--- src/rtl/uart_rx_cfg.sv ---
// rtl/uart_rx_cfg.sv - parametrised UART receiver with majority-vote sampling and error flags
//   sclk       : system clock
//   srst       : synchronous active-high reset
//   rx         : asynchronous serial input, idle high
//   rx_data    : received word, first bit on the line at the LSB
//   po_flag    : one-cycle strobe qualifying rx_data and the error flags
//   parity_err : parity mismatch for the strobed word
//   frame_err  : a stop bit was sampled low
//   break_det  : data, parity and first stop bit all sampled low
//   busy       : receiver is inside a frame
module uart_rx_cfg #(
  parameter int CLK_DIV   = 5208,
  parameter int DATA_BITS = 8,
  parameter int PARITY    = 0,
  parameter int STOP_BITS = 1
) (
  input  logic                 sclk,
  input  logic                 srst,
  input  logic                 rx,
  output logic [DATA_BITS-1:0] rx_data,
  output logic                 po_flag,
  output logic                 parity_err,
  output logic                 frame_err,
  output logic                 break_det,
  output logic                 busy
);

  localparam int CW = $clog2(CLK_DIV);
  localparam int IW = $clog2(DATA_BITS);
  localparam logic [CW-1:0] SAMP_PT   = CW'(CLK_DIV / 2);
  localparam logic [CW-1:0] LAST_CNT  = CW'(CLK_DIV - 1);
  localparam logic [IW-1:0] LAST_BIT  = IW'(DATA_BITS - 1);
  localparam logic          LAST_STOP = 1'(STOP_BITS - 1);
  localparam logic          ODD       = (PARITY == 1);

  typedef enum logic [2:0] {S_IDLE, S_START, S_DATA, S_PAR, S_STOP} state_e;

  state_e               state_q, state_d;
  logic                 s1_q, s1_d, s2_q, s2_d, s3_q, s3_d;
  logic [2:0]           v_q, v_d;
  logic [1:0]           sv_q, sv_d;
  logic                 arm_q, arm_d;
  logic [CW-1:0]        bcnt_q, bcnt_d;
  logic [IW-1:0]        bidx_q, bidx_d;
  logic                 sidx_q, sidx_d;
  logic [DATA_BITS-1:0] shreg_q, shreg_d;
  logic                 perr_q, perr_d, pz_q, pz_d, st0_q, st0_d, ferr_q, ferr_d;
  logic [DATA_BITS-1:0] rx_data_q, rx_data_d;
  logic                 po_flag_q, po_flag_d, parity_err_q, parity_err_d;
  logic                 frame_err_q, frame_err_d, break_det_q, break_det_d;

  logic neg, sample, samp_pt, wrap, first_low, brk;

  // arm_q only rises once s2 has carried a genuine high from the line after
  // reset; the reset value of the synchroniser must not fake a falling edge
  // when the line is held low through reset release.
  assign neg       = ~s2_q & s3_q & arm_q;
  assign sample    = (v_q[0] & v_q[1]) | (v_q[0] & v_q[2]) | (v_q[1] & v_q[2]);
  assign samp_pt   = (bcnt_q == SAMP_PT);
  assign wrap      = (bcnt_q == LAST_CNT);
  assign first_low = (sidx_q == 1'b0) ? ~sample : st0_q;
  assign brk       = (shreg_q == '0) & pz_q & first_low;

  always_ff @(posedge sclk) begin
    if (srst) begin
      state_q      <= S_IDLE;
      s1_q         <= 1'b1;
      s2_q         <= 1'b1;
      s3_q         <= 1'b1;
      v_q          <= 3'b111;
      sv_q         <= 2'b00;
      arm_q        <= 1'b0;
      bcnt_q       <= '0;
      bidx_q       <= '0;
      sidx_q       <= 1'b0;
      shreg_q      <= '0;
      perr_q       <= 1'b0;
      pz_q         <= 1'b1;
      st0_q        <= 1'b0;
      ferr_q       <= 1'b0;
      rx_data_q    <= '0;
      po_flag_q    <= 1'b0;
      parity_err_q <= 1'b0;
      frame_err_q  <= 1'b0;
      break_det_q  <= 1'b0;
    end else begin
      state_q      <= state_d;
      s1_q         <= s1_d;
      s2_q         <= s2_d;
      s3_q         <= s3_d;
      v_q          <= v_d;
      sv_q         <= sv_d;
      arm_q        <= arm_d;
      bcnt_q       <= bcnt_d;
      bidx_q       <= bidx_d;
      sidx_q       <= sidx_d;
      shreg_q      <= shreg_d;
      perr_q       <= perr_d;
      pz_q         <= pz_d;
      st0_q        <= st0_d;
      ferr_q       <= ferr_d;
      rx_data_q    <= rx_data_d;
      po_flag_q    <= po_flag_d;
      parity_err_q <= parity_err_d;
      frame_err_q  <= frame_err_d;
      break_det_q  <= break_det_d;
    end
  end

  always_comb begin
    state_d = state_q;
    case (state_q)
      S_IDLE:  if (neg) state_d = S_START;
      S_START: begin
        if (samp_pt && sample) state_d = S_IDLE;
        else if (wrap)         state_d = S_DATA;
      end
      S_DATA:  if (wrap && bidx_q == LAST_BIT) state_d = (PARITY != 0) ? S_PAR : S_STOP;
      S_PAR:   if (wrap) state_d = S_STOP;
      // leave on the last stop sample so a back-to-back start edge is not missed
      S_STOP:  if (samp_pt && sidx_q == LAST_STOP) state_d = S_IDLE;
      default: state_d = S_IDLE;
    endcase
  end

  always_comb begin
    s1_d         = rx;
    s2_d         = s1_q;
    s3_d         = s2_q;
    v_d          = {v_q[1:0], s2_q};
    sv_d         = {sv_q[0], 1'b1};
    arm_d        = arm_q | (sv_q[1] & s2_q);
    bcnt_d       = wrap ? '0 : bcnt_q + 1'b1;
    bidx_d       = bidx_q;
    sidx_d       = sidx_q;
    shreg_d      = shreg_q;
    perr_d       = perr_q;
    pz_d         = pz_q;
    st0_d        = st0_q;
    ferr_d       = ferr_q;
    rx_data_d    = rx_data_q;
    po_flag_d    = 1'b0;
    parity_err_d = parity_err_q;
    frame_err_d  = frame_err_q;
    break_det_d  = break_det_q;

    if (state_q == S_IDLE || state_d == S_IDLE) bcnt_d = '0;

    case (state_q)
      S_IDLE: begin
        bidx_d = '0;
        sidx_d = 1'b0;
        perr_d = 1'b0;
        pz_d   = 1'b1;
        st0_d  = 1'b0;
        ferr_d = 1'b0;
      end
      S_DATA: begin
        if (samp_pt) shreg_d = {sample, shreg_q[DATA_BITS-1:1]};
        if (wrap)    bidx_d  = bidx_q + 1'b1;
      end
      S_PAR: begin
        if (samp_pt) begin
          perr_d = (^shreg_q) ^ sample ^ ODD;
          pz_d   = ~sample;
        end
      end
      S_STOP: begin
        if (samp_pt) begin
          ferr_d = ferr_q | ~sample;
          st0_d  = first_low;
          if (sidx_q == LAST_STOP) begin
            po_flag_d    = 1'b1;
            rx_data_d    = shreg_q;
            parity_err_d = perr_q;
            frame_err_d  = ferr_q | ~sample | brk;
            break_det_d  = brk;
          end
        end
        if (wrap) sidx_d = sidx_q + 1'b1;
      end
      default: ;
    endcase
  end

  assign rx_data    = rx_data_q;
  assign po_flag    = po_flag_q;
  assign parity_err = parity_err_q;
  assign frame_err  = frame_err_q;
  assign break_det  = break_det_q;
  assign busy       = (state_q != S_IDLE);

endmodule

--- config.mk ---
export PLATFORM = sky130hd
export DESIGN_NAME = uart_rx_cfg
export DESIGN_NICKNAME = d
export VERILOG_FILES = /design/src/rtl/uart_rx_cfg.sv
export SDC_FILE = /design/constraint.sdc
export NUM_CORES = 1
export LEC_CHECK = 0
export CAP_MARGIN = 20
export CORE_MARGIN = 8
export CORE_UTILIZATION = 40
export DETAILED_ROUTE_END_ITERATION = 10
export GPL_TIMING_DRIVEN = 0
export PLACE_DENSITY_LB_ADDON = 0.08
export SLEW_MARGIN = 25
export SYNTH_ARGS = -nofsm -noshare
export SYNTH_HDL_FRONTEND = slang
export SYNTH_SLANG_ARGS = --single-unit
--- constraint.sdc ---
create_clock -name sclk -period 4.1 [get_ports sclk]
set_clock_uncertainty 0.2 [all_clocks]
set_input_delay 0.615 -clock sclk [delete_from_list [all_inputs] [get_ports sclk]]
set_output_delay 0.615 -clock sclk [all_outputs]
set_load 0.05 [all_outputs]
==> metrics list, run 1 <==
- Layer carrying the most global-route usage: met1
- Crit path required time: about 3300 ps
* Post-synthesis sequential area ratio: 43.7%
- Count of endpoints failing hold in the final timing report: 0
- Register share of total power: between 60 and 70%
* Number of input and output port buffers inserted: 15
- H-tree depth reported by CTS: 2
- In this run the critical register-to-register path is captured at rx_data[7].
* Power density cells: 305 mW/mm^2
- TritonCTS clock tree: built
- Post-Synthesis Net Count: just under 300
* Type of the worst min-delay path: flop to flop
- The region available for standard cell placement spans approximately 0.006 mm^2.
- Library cell used as clock root buffer: sky130_fd_sc_hd__clkbuf_8
- Synth warn: 0
- Once the clock tree was built, the resizer swapped 0 gates to a different size.
- Initial standard-cell utilization of the core: between 40 and 50%
* Hold path endpoint: s2_q
* Worst setup path start: state_q[0]
- Static timing analysis puts the maximum clock frequency at 0.323 GHz.
- The synthesized design contains 52 register bits.
- Dividing the detail-routed via count by the number of cells gives 5.42.
- Starting DRT DRC Count: 56
* Area growth syn-to-layout: 14.0%
- Pin count of the biggest net entering global routing: 15
- Post-synthesis mux area share: 0%
- Share of the synthesized netlist area taken by xor and xnor gates: 4.77%
- Share of final-layout standard cells stronger than drive strength 1: between 7 and 8%
- The die covers just under 0.009 mm^2.
- The number of placed instances, taps included, is between 300 and 400.
- IO Count: 16
* Sum of net half-perimeters after detailed placement: approximately 4000 um
* Maximum resistive drop on vdd: ~0.18 mV
- On the critical path, the stage with the largest delay is an instance of sky130_fd_sc_hd__clkdlybuf4s50_1.
- For this run, global-route usage on met1 was measured as about a fifth.
- Detailed-route via count: 2039
- CTS saw 52 sinks.
* RSZ-0062 raised after global routing: false
* Actual slew at the worst max-slew pin: just under 1000 ps
- The synthesized netlist devotes a little under a fifth of its cell area to compound gates.
- Number of nets with antenna violations after routing: 0
- The net count of the finished layout is between 300 and 400.
* Source of the worst hold timing path: s1_q
- For the finished layout, the period the worst path requires is just over 3000 ps.
- TritonCTS Buffers: 5
* Count of TritonRoute iterations in the first routing pass: 4
* Inserted Diodes: 0
- After synthesis, the share of flip-flops with an asynchronous set or reset is 0%.
- The number of antenna violations at the first check in global routing was 0.
- Post-synth EDFFs: 0
- Static Leakage: 0.820 nW
- Worst Hold Depth: 1
- Of the total power, combinational logic draws under 10%.
- The finished layout holds about 380 standard cells, fillers aside.
* Data arrival time of the critical path: 2290 ps
- Final wirelength: about 5700 um
- Buffer count from post-CTS setup fixing: 0
* Overall overflow remaining after global route: 0
* Final period util: approximately three quarters
* R2r setup slk: 1670 ps
* Depth of the worst register-to-register path: 7
- The flow ran to the end, and the final reports show no timing, DRC or antenna violations.
* Family of cells with the greatest summed delay on the critical path: buffers and inverters
* Worst setup SP type: flop
* Row count: 28
* Switching power as a share of total power: between 20% and 30%
* Netlist cell types: 44
- Clock network latency to the later pin of the worst-skew pair: around 300 ps
* FILL cells: ~600
- # Max-Cap Violations: 0
- Remaining routing DRC violations: 0
* Floorplan die height: 93.2 um
- In this run the critical register-to-register path is launched from bcnt_q[0].
- Vias in the first global route: roughly 1900
- Fraction of power consumed by the clock network: a little over a third
- Total net switching power: 0.179 mW
- Critical path fanouts, max: 10
- In the global route stage, overall resource usage came out at around 14%.
- Predominant post-synthesis flop cell: sky130_fd_sc_hd__dfxtp_1
* Cell-by-cell trace of the critical path: clkbuf_1 -> nor2_1 -> nand2_1 -> clkdlybuf4s50_1
- Sum Neg Setup Slack: 0 ps
- Global routing usage on met3: under 10%
- Global placement routability congestion: ~0.8
- Relative slew slack: a little over a third
* Syn_area_per_cell: around 8.6 um^2
- Total buffers and inverters traversed by the critical path: 2
- For this run, the slowest stage of the critical path takes around 850 ps.
- Of the total synthesized cell area, the portion taken by full adders, half adders and majority gates is under 10%.
* Largest family of logic cells by synthesized area: simple AND/OR/NAND/NOR gates
* Synthesized netlist cell count: around 280
- Final-report max-slew violation count: 0
- Dividing the detail-routed wire length by the instance count gives 15.1 um.
- Hold repair after CTS inserted 0 buffers.
* CTS clock-pin slew for the worst setup and hold paths: approximately 90 ps
- For this run, global-route usage on met2 was measured as around a fifth.
* Post-placement setup slack: 1360 ps
* Setup Crit Path Kind: flop to primary output
* Internal power of the cells: about 0.65 mW
- Maximum clock path buffer count: 2
- Setup violations remaining at the end of the flow were counted as 0.
- Crit path capture type: primary output
- Global-route wire length before repair: 9790 um
- Synthesized-area fraction occupied by and/or/nand/nor cells: a little over a fifth
- The floorplan step set the die width to a little over 90 um.
* Area of the mapped netlist: 0.00238 mm^2
* Final setup slack of the worst path: between 900 and 1000 ps
==> power by group through the flow <==
stage | clock, mW | sequential, mW | combinational [mW]
floorplan | 0 | 0.521 | 0.0105
global placement | 0 | 0.521 | 0.0176
detailed placement | 0 | 0.521 | 0.0175
CTS | 0.316 | 0.510 | 0.0176
global route | 0.330 | 0.510 | 0.0190
finish | 0.303 | 0.510 | 0.0175
==> cells by family (layout without fill, tap and decap cells) <==
kind of cell,Yosys count,after routing
xor+xnor,13,13
simple gates,90,90
fa+ha+maj,9,9
buf+inv,35,58
flops,52,52
compound gates,79,79
==> layer usage <==
layer | up-vias | part of all wire (%)
li1 | 1043 | -
met1 | 961 | 52
met2 | 28 | 42
met3 | 7 | 4.3
met4 | 0 | 1.3
met5 | - | 0
==> how the worst max path moves through the flow <==
stage / endpoint / cells past startpoint
6_report: busy / 4
5_1_grt: busy / 4
4_1_cts: busy / 4
3_5_place_dp: busy / 4
3_3_place_gp: busy / 4
2_1_floorplan: bcnt_q[10] / 8
==> placed cells by master (no fill, tap or decap), drive strengths merged, types with 5 or more instances in the layout <==
cell type	count
a211oi	7
a21oi	32
buf	6
clkbuf	22
clkdlybuf4s50	15
dfxtp	52
ha	8
inv	15
nand2	11
nand3	25
nand4	6
nor2	7
nor3	5
o21ai	27
or2	7
or3	5
xnor2	8
xor2	5
==> registers in the layout (all words and copies together), names as in the netlist, 2 cells and up <==
register / count
bcnt_q: 13
bidx_q: 3
state_q: 3
v_q: 3
shreg_q: 8
sv_q: 2
rx_data: 8
==> synth_stat cells, types with 2 or more instances <==
library cell,count,area share [%]
sky130_fd_sc_hd__a211oi_1,7,2.2
sky130_fd_sc_hd__a21oi_1,32,6.7
sky130_fd_sc_hd__a31oi_1,3,0.79
sky130_fd_sc_hd__and3_1,2,0.52
sky130_fd_sc_hd__buf_2,5,1.0
sky130_fd_sc_hd__clkbuf_1,14,2.2
sky130_fd_sc_hd__dfxtp_1,52,44
sky130_fd_sc_hd__ha_1,8,4.2
sky130_fd_sc_hd__inv_1,15,2.4
sky130_fd_sc_hd__nand2_1,11,1.7
sky130_fd_sc_hd__nand3_1,25,5.2
sky130_fd_sc_hd__nand3b_1,2,0.63
sky130_fd_sc_hd__nand4_1,6,1.6
sky130_fd_sc_hd__nand4bb_1,4,1.9
sky130_fd_sc_hd__nor2_1,7,1.1
sky130_fd_sc_hd__nor2b_1,3,0.79
sky130_fd_sc_hd__nor3_1,5,1.0
sky130_fd_sc_hd__nor3b_1,2,0.63
sky130_fd_sc_hd__nor4_1,4,1.0
sky130_fd_sc_hd__o211ai_1,3,0.94
sky130_fd_sc_hd__o21ai_0,18,3.8
sky130_fd_sc_hd__o21ai_1,8,1.7
sky130_fd_sc_hd__or2_2,6,1.6
sky130_fd_sc_hd__or3_1,5,1.3
sky130_fd_sc_hd__xnor2_1,8,2.9
sky130_fd_sc_hd__xor2_1,5,1.8
==> per-stage QoR <==
| stage | instance area [um^2] | power (mW) | hold slack (ps) | utilization (%) |
|---|---|---|---|---|
| 5_1_grt | 2720 | 0.860 | 258 | 46.5 |
| 3_3_place_gp | 2630 | 0.539 | 191 | 44.9 |
| 2_1_floorplan | 2380 | 0.532 | 189 | - |
| 3_5_place_dp | 2630 | 0.539 | 198 | 44.9 |
| 6_report | 2720 | 0.830 | 220 | 46.5 |
| 4_1_cts | 2720 | 0.844 | 222 | 46.5 |
==> layout make-up <==
cell class / count / area, um^2 / share of cell area (%)
Multi-Input combinational cell: 191 / 1200 / 44.2
Inverter: 15 / 56.3 / 2.07
Buffer: 20 / 85.1 / 3.13
Sequential cell: 52 / 1040 / 38.3
Clock buffer: 8 / 90.1 / 3.31
Tap cell: 75 / 93.8 / 3.45
Timing Repair Buffer: 15 / 150 / 5.52
(Power assumes the default switching activity.)
==> run 2, diff against run 1 <==
==> constraint.sdc (replaced) <==
create_clock -name sclk -period 3.16 [get_ports sclk]
set_clock_uncertainty 0.2 [all_clocks]
set_input_delay 0.474 -clock sclk [delete_from_list [all_inputs] [get_ports sclk]]
set_output_delay 0.474 -clock sclk [all_outputs]
set_load 0.05 [all_outputs]
==> results of run 2 <==
Same layout as run 1 (identical final DEF). Status: complete, no violations.
Among the figures that moved: setup slack after placement 1360 ps -> 557 ps; setup slack after layout 1000 ps -> 201 ps; register-to-register setup slack 1670 ps -> 730 ps; total power 0.830 mW -> 1.08 mW; worst IR drop on VDD 0.184 mV -> 0.239 mV
==> run 3, diff against run 2 <==
--- a/config.mk
+++ b/config.mk
@@ -6,7 +6,7 @@
 export NUM_CORES = 1
 export LEC_CHECK = 0
 export CAP_MARGIN = 20
-export CORE_MARGIN = 8
+export CORE_MARGIN = 1
 export CORE_UTILIZATION = 40
 export DETAILED_ROUTE_END_ITERATION = 10
 export GPL_TIMING_DRIVEN = 0
==> run 3 against run 2 <==
Effect of this change:
- count of clock-buffer cells in the layout down 2
- cell count decreased by 1.1%
- via count shrank 0.83%
- die area is 28% lower
- combinational power about the same
- critical path depth stayed put
- worst setup slack got worse by 16 ps
- maximum frequency is 0.55% lower
- critical path type unchanged
- critical endpoint unchanged
- highest routed layer unchanged
==> metrics list, run 3 (synthesized netlist as in run 1, its figures left out) <==
- Area growth syn-to-layout: 13.5%
- Core footprint: 0.00564 mm^2 (-3.6%)
* GRT Resource Usage Total: 19.6% (+5.7 points)
- Internal power of the cells: just over 0.8 mW
- Overall overflow remaining after global route: 0 (unchanged)
- Starting DRT DRC Count: 84 (+50%)
- Post-placement setup slack: approximately 550 ps
* Design Area, Final: 0.00271 mm^2 (-0.41%)
- Fin util: 48.0% (+1.5 points)
- The post-layout instance count excluding filler cells came to 372 (-1.1%).
- Min Hold Slack: 216 ps (-3.68 ps)
* Width of the chip: 79.2 um (-15%)
- The post-detailed-route wirelength per cell came to 14.9 um (-1.8%).
* Total buffers and inverters traversed by the critical path: 2 (unchanged)
- Crit path required time: between 2000 and 2500 ps
- Post-CTS Resized: 0 (unchanged)
- The critical path goes through clkbuf_1 -> nor2_1 -> nand2_1 -> clkdlybuf4s50_1.
* Library cell used as clock root buffer: sky130_fd_sc_hd__clkbuf_8
* CTS clock-pin slew for the worst setup and hold paths: 90 ps (about the same)
- FILL cells: 540 (-9.8%)
* Library cell contributing the largest single delay on the critical path: sky130_fd_sc_hd__clkdlybuf4s50_1
* Global placement routability congestion: 0.809 (+2.2%)
- Of the total power, the share spent switching nets is between 20% and 30%.
* Number of clock sinks seen by CTS: 52 (unchanged)
- TritonCTS Buffers: 5 (unchanged)
* Sum Neg Setup Slack: 0 ps (unchanged)
* # Max-Cap Violations: 0 (unchanged)
- The hold violation total from the final report was 0 (unchanged).
* Final-report max-slew violation count: 0 (unchanged)
- Setup Crit Path Kind: flop to primary output
* Vias in the first global route: 1928 (+1.8%)
- Row count: 27 (-3.6%)
- Max FFs per register: 13 (unchanged)
* Floorplan die height: 79.2 um (-15%)
- Clock network latency to the later pin of the worst-skew pair: 310 ps (about the same)
- The post-CTS repair timing setup buffer count was 0 (unchanged).
- Static Leakage: 0.820 nW (about the same)
- bcnt_q holds more flip-flops than any other register.
- The vias per cell was 5.44 (+0.23%).
- Setup repair after global routing left no endpoint under its margin.
* Highest Clock Rate: ~0.34 GHz
- H-tree depth reported by CTS: 2 (unchanged)
* Final wirelength: 5530 um (-2.8%)
- Initial standard-cell utilization of the core: 42.3% (+1.5 points)
- Sum of net half-perimeters after detailed placement: 3810 um (-4.4%)
* Final setup slack of the worst path: 184 ps
- The run finished with clean final reports.
* Overall die area: 0.00628 mm^2 (-28%)
- Number of nets with antenna violations after routing: 0 (unchanged)
* Relative slew slack: 58.0% (+22 points)
- The number of setup violations in the final report came to 0 (unchanged).
* Longest individual stage delay on the worst path: 850 ps (about the same)
- Worst setup SP type: flop
- Number of gates on the worst path with buffers counted: 4 (unchanged)
- The count of vias placed by the detailed router came to 2022 (-0.83%).
- Global-route wire length before repair: 9480 um (-3.2%)
- The tightest min-delay check is of the flop to flop type.
* Worst setup path start: state_q[0]
- Area after detailed placement: 0.00263 mm^2 (-0.14%)
- The logic gate share of total power is 2.1% (about the same).
- TritonCTS built the clock tree.
- Number of hold-repair buffers added at the cts stage: 0 (unchanged)
- Crit path capture type: primary output
- Leaving out fill and tap cells, the most frequent cell in the layout is sky130_fd_sc_hd__dfxtp_1.
- The actual transition at the worst max-transition pin came to 624 ps (-338 ps).
- The critical path ends at busy.
* Register share of total power: 63.1% (+1.7 points)
* Final period util: 94.2%
* Power density cells: between 300 and 400 mW/mm^2
- Maximum clock path buffer count: 2 (unchanged)
- Placed Instances: 365 (-0.82%)
- Total net switching power: between 0.2 and 0.25 mW
- Broken down by cell family, the worst path's largest delay share belongs to buffers and inverters.
* Number of antenna violations at the first check in global routing: 0 (unchanged)
* Share of final-layout standard cells stronger than drive strength 1: 7.67% (+0.36 points)
- Overall power consumption after layout is estimated at 1.05 mW.
* Final min period: ~3000 ps
* IO Count: 16 (unchanged)
- The worst endpoint data arrival time is 2300 ps (about the same).
* Number of input and output port buffers inserted: 15 (unchanged)
* Pin count of the biggest net entering global routing: 15 (unchanged)
* Depth of the worst register-to-register path: 8 (+1)
* Post-layout net count: 311 (unchanged)
- Critical path fanouts, max: 10 (unchanged)
* Fraction of power consumed by the clock network: 34.8% (-1.7 points)
* R2r setup slk: 760 ps
- Maximum resistive drop on vdd: 0.218 mV
- The total DRC errors in the routed layout was 0 (unchanged).
* Count of TritonRoute iterations in the first routing pass: 4 (unchanged)
* Inserted Diodes: 0 (unchanged)
* R2R Path End: state_q[2]
- In the layout the commonest cells are sky130_fd_sc_hd__dfxtp_1, sky130_fd_sc_hd__a21oi_1, sky130_fd_sc_hd__nand3_1, sky130_fd_sc_hd__o21ai_0.
- Beginning of the worst register-to-register path: bcnt_q[0]
## run 3: changes by cell type in the layout (fill, tap and decap cells not counted)
cell and delta:
sky130_fd_sc_hd__clkbuf_1 -1, sky130_fd_sc_hd__clkbuf_8 -1, sky130_fd_sc_hd__clkinv_2 +1, sky130_fd_sc_hd__nor3b_1 -1
sky130_fd_sc_hd__nor3b_2 +1
## run 3: power groups by stage
stage               sequential [mW]  clock, mW  combinational (mW)
floorplan                     0.676          0              0.0136
global placement              0.676          0              0.0228
detailed placement            0.677          0              0.0228
CTS                           0.661      0.377              0.0228
global route                  0.662      0.400              0.0250
finish                        0.661      0.364              0.0224
## run 3: area by class of cell
cell class	instances	area (um^2)	area share, %
Buffer	20	85.1	3.14
Clock buffer	6	72.6	2.68
Clock inverter	1	5.00	0.185
Inverter	15	56.3	2.08
Multi-Input combinational cell	191	1210	44.6
Sequential cell	52	1040	38.4
Tap cell	72	90.1	3.33
Timing Repair Buffer	15	150	5.55
## run 3: worst min path at each step
stage | depth (start not counted) | slack [ps] | start | endpoint
2_1_floorplan | 1 | 190 | s1_q | s2_q
3_3_place_gp | 1 | 190 | s1_q | s2_q
3_5_place_dp | 1 | 200 | s1_q | s2_q
4_1_cts | 1 | 220 | s1_q | s2_q
5_1_grt | 1 | 240 | s1_q | s2_q
6_report | 1 | 220 | s1_q | s2_q
## run 3: routing by layer
layer,GRT usage (%),routed length [um],vias up
li1,-,-,1036
met1,28.6,2990,946
met2,28.7,2320,32
met3,3.79,138,8
met4,6.36,70,0
met5,0,0,-
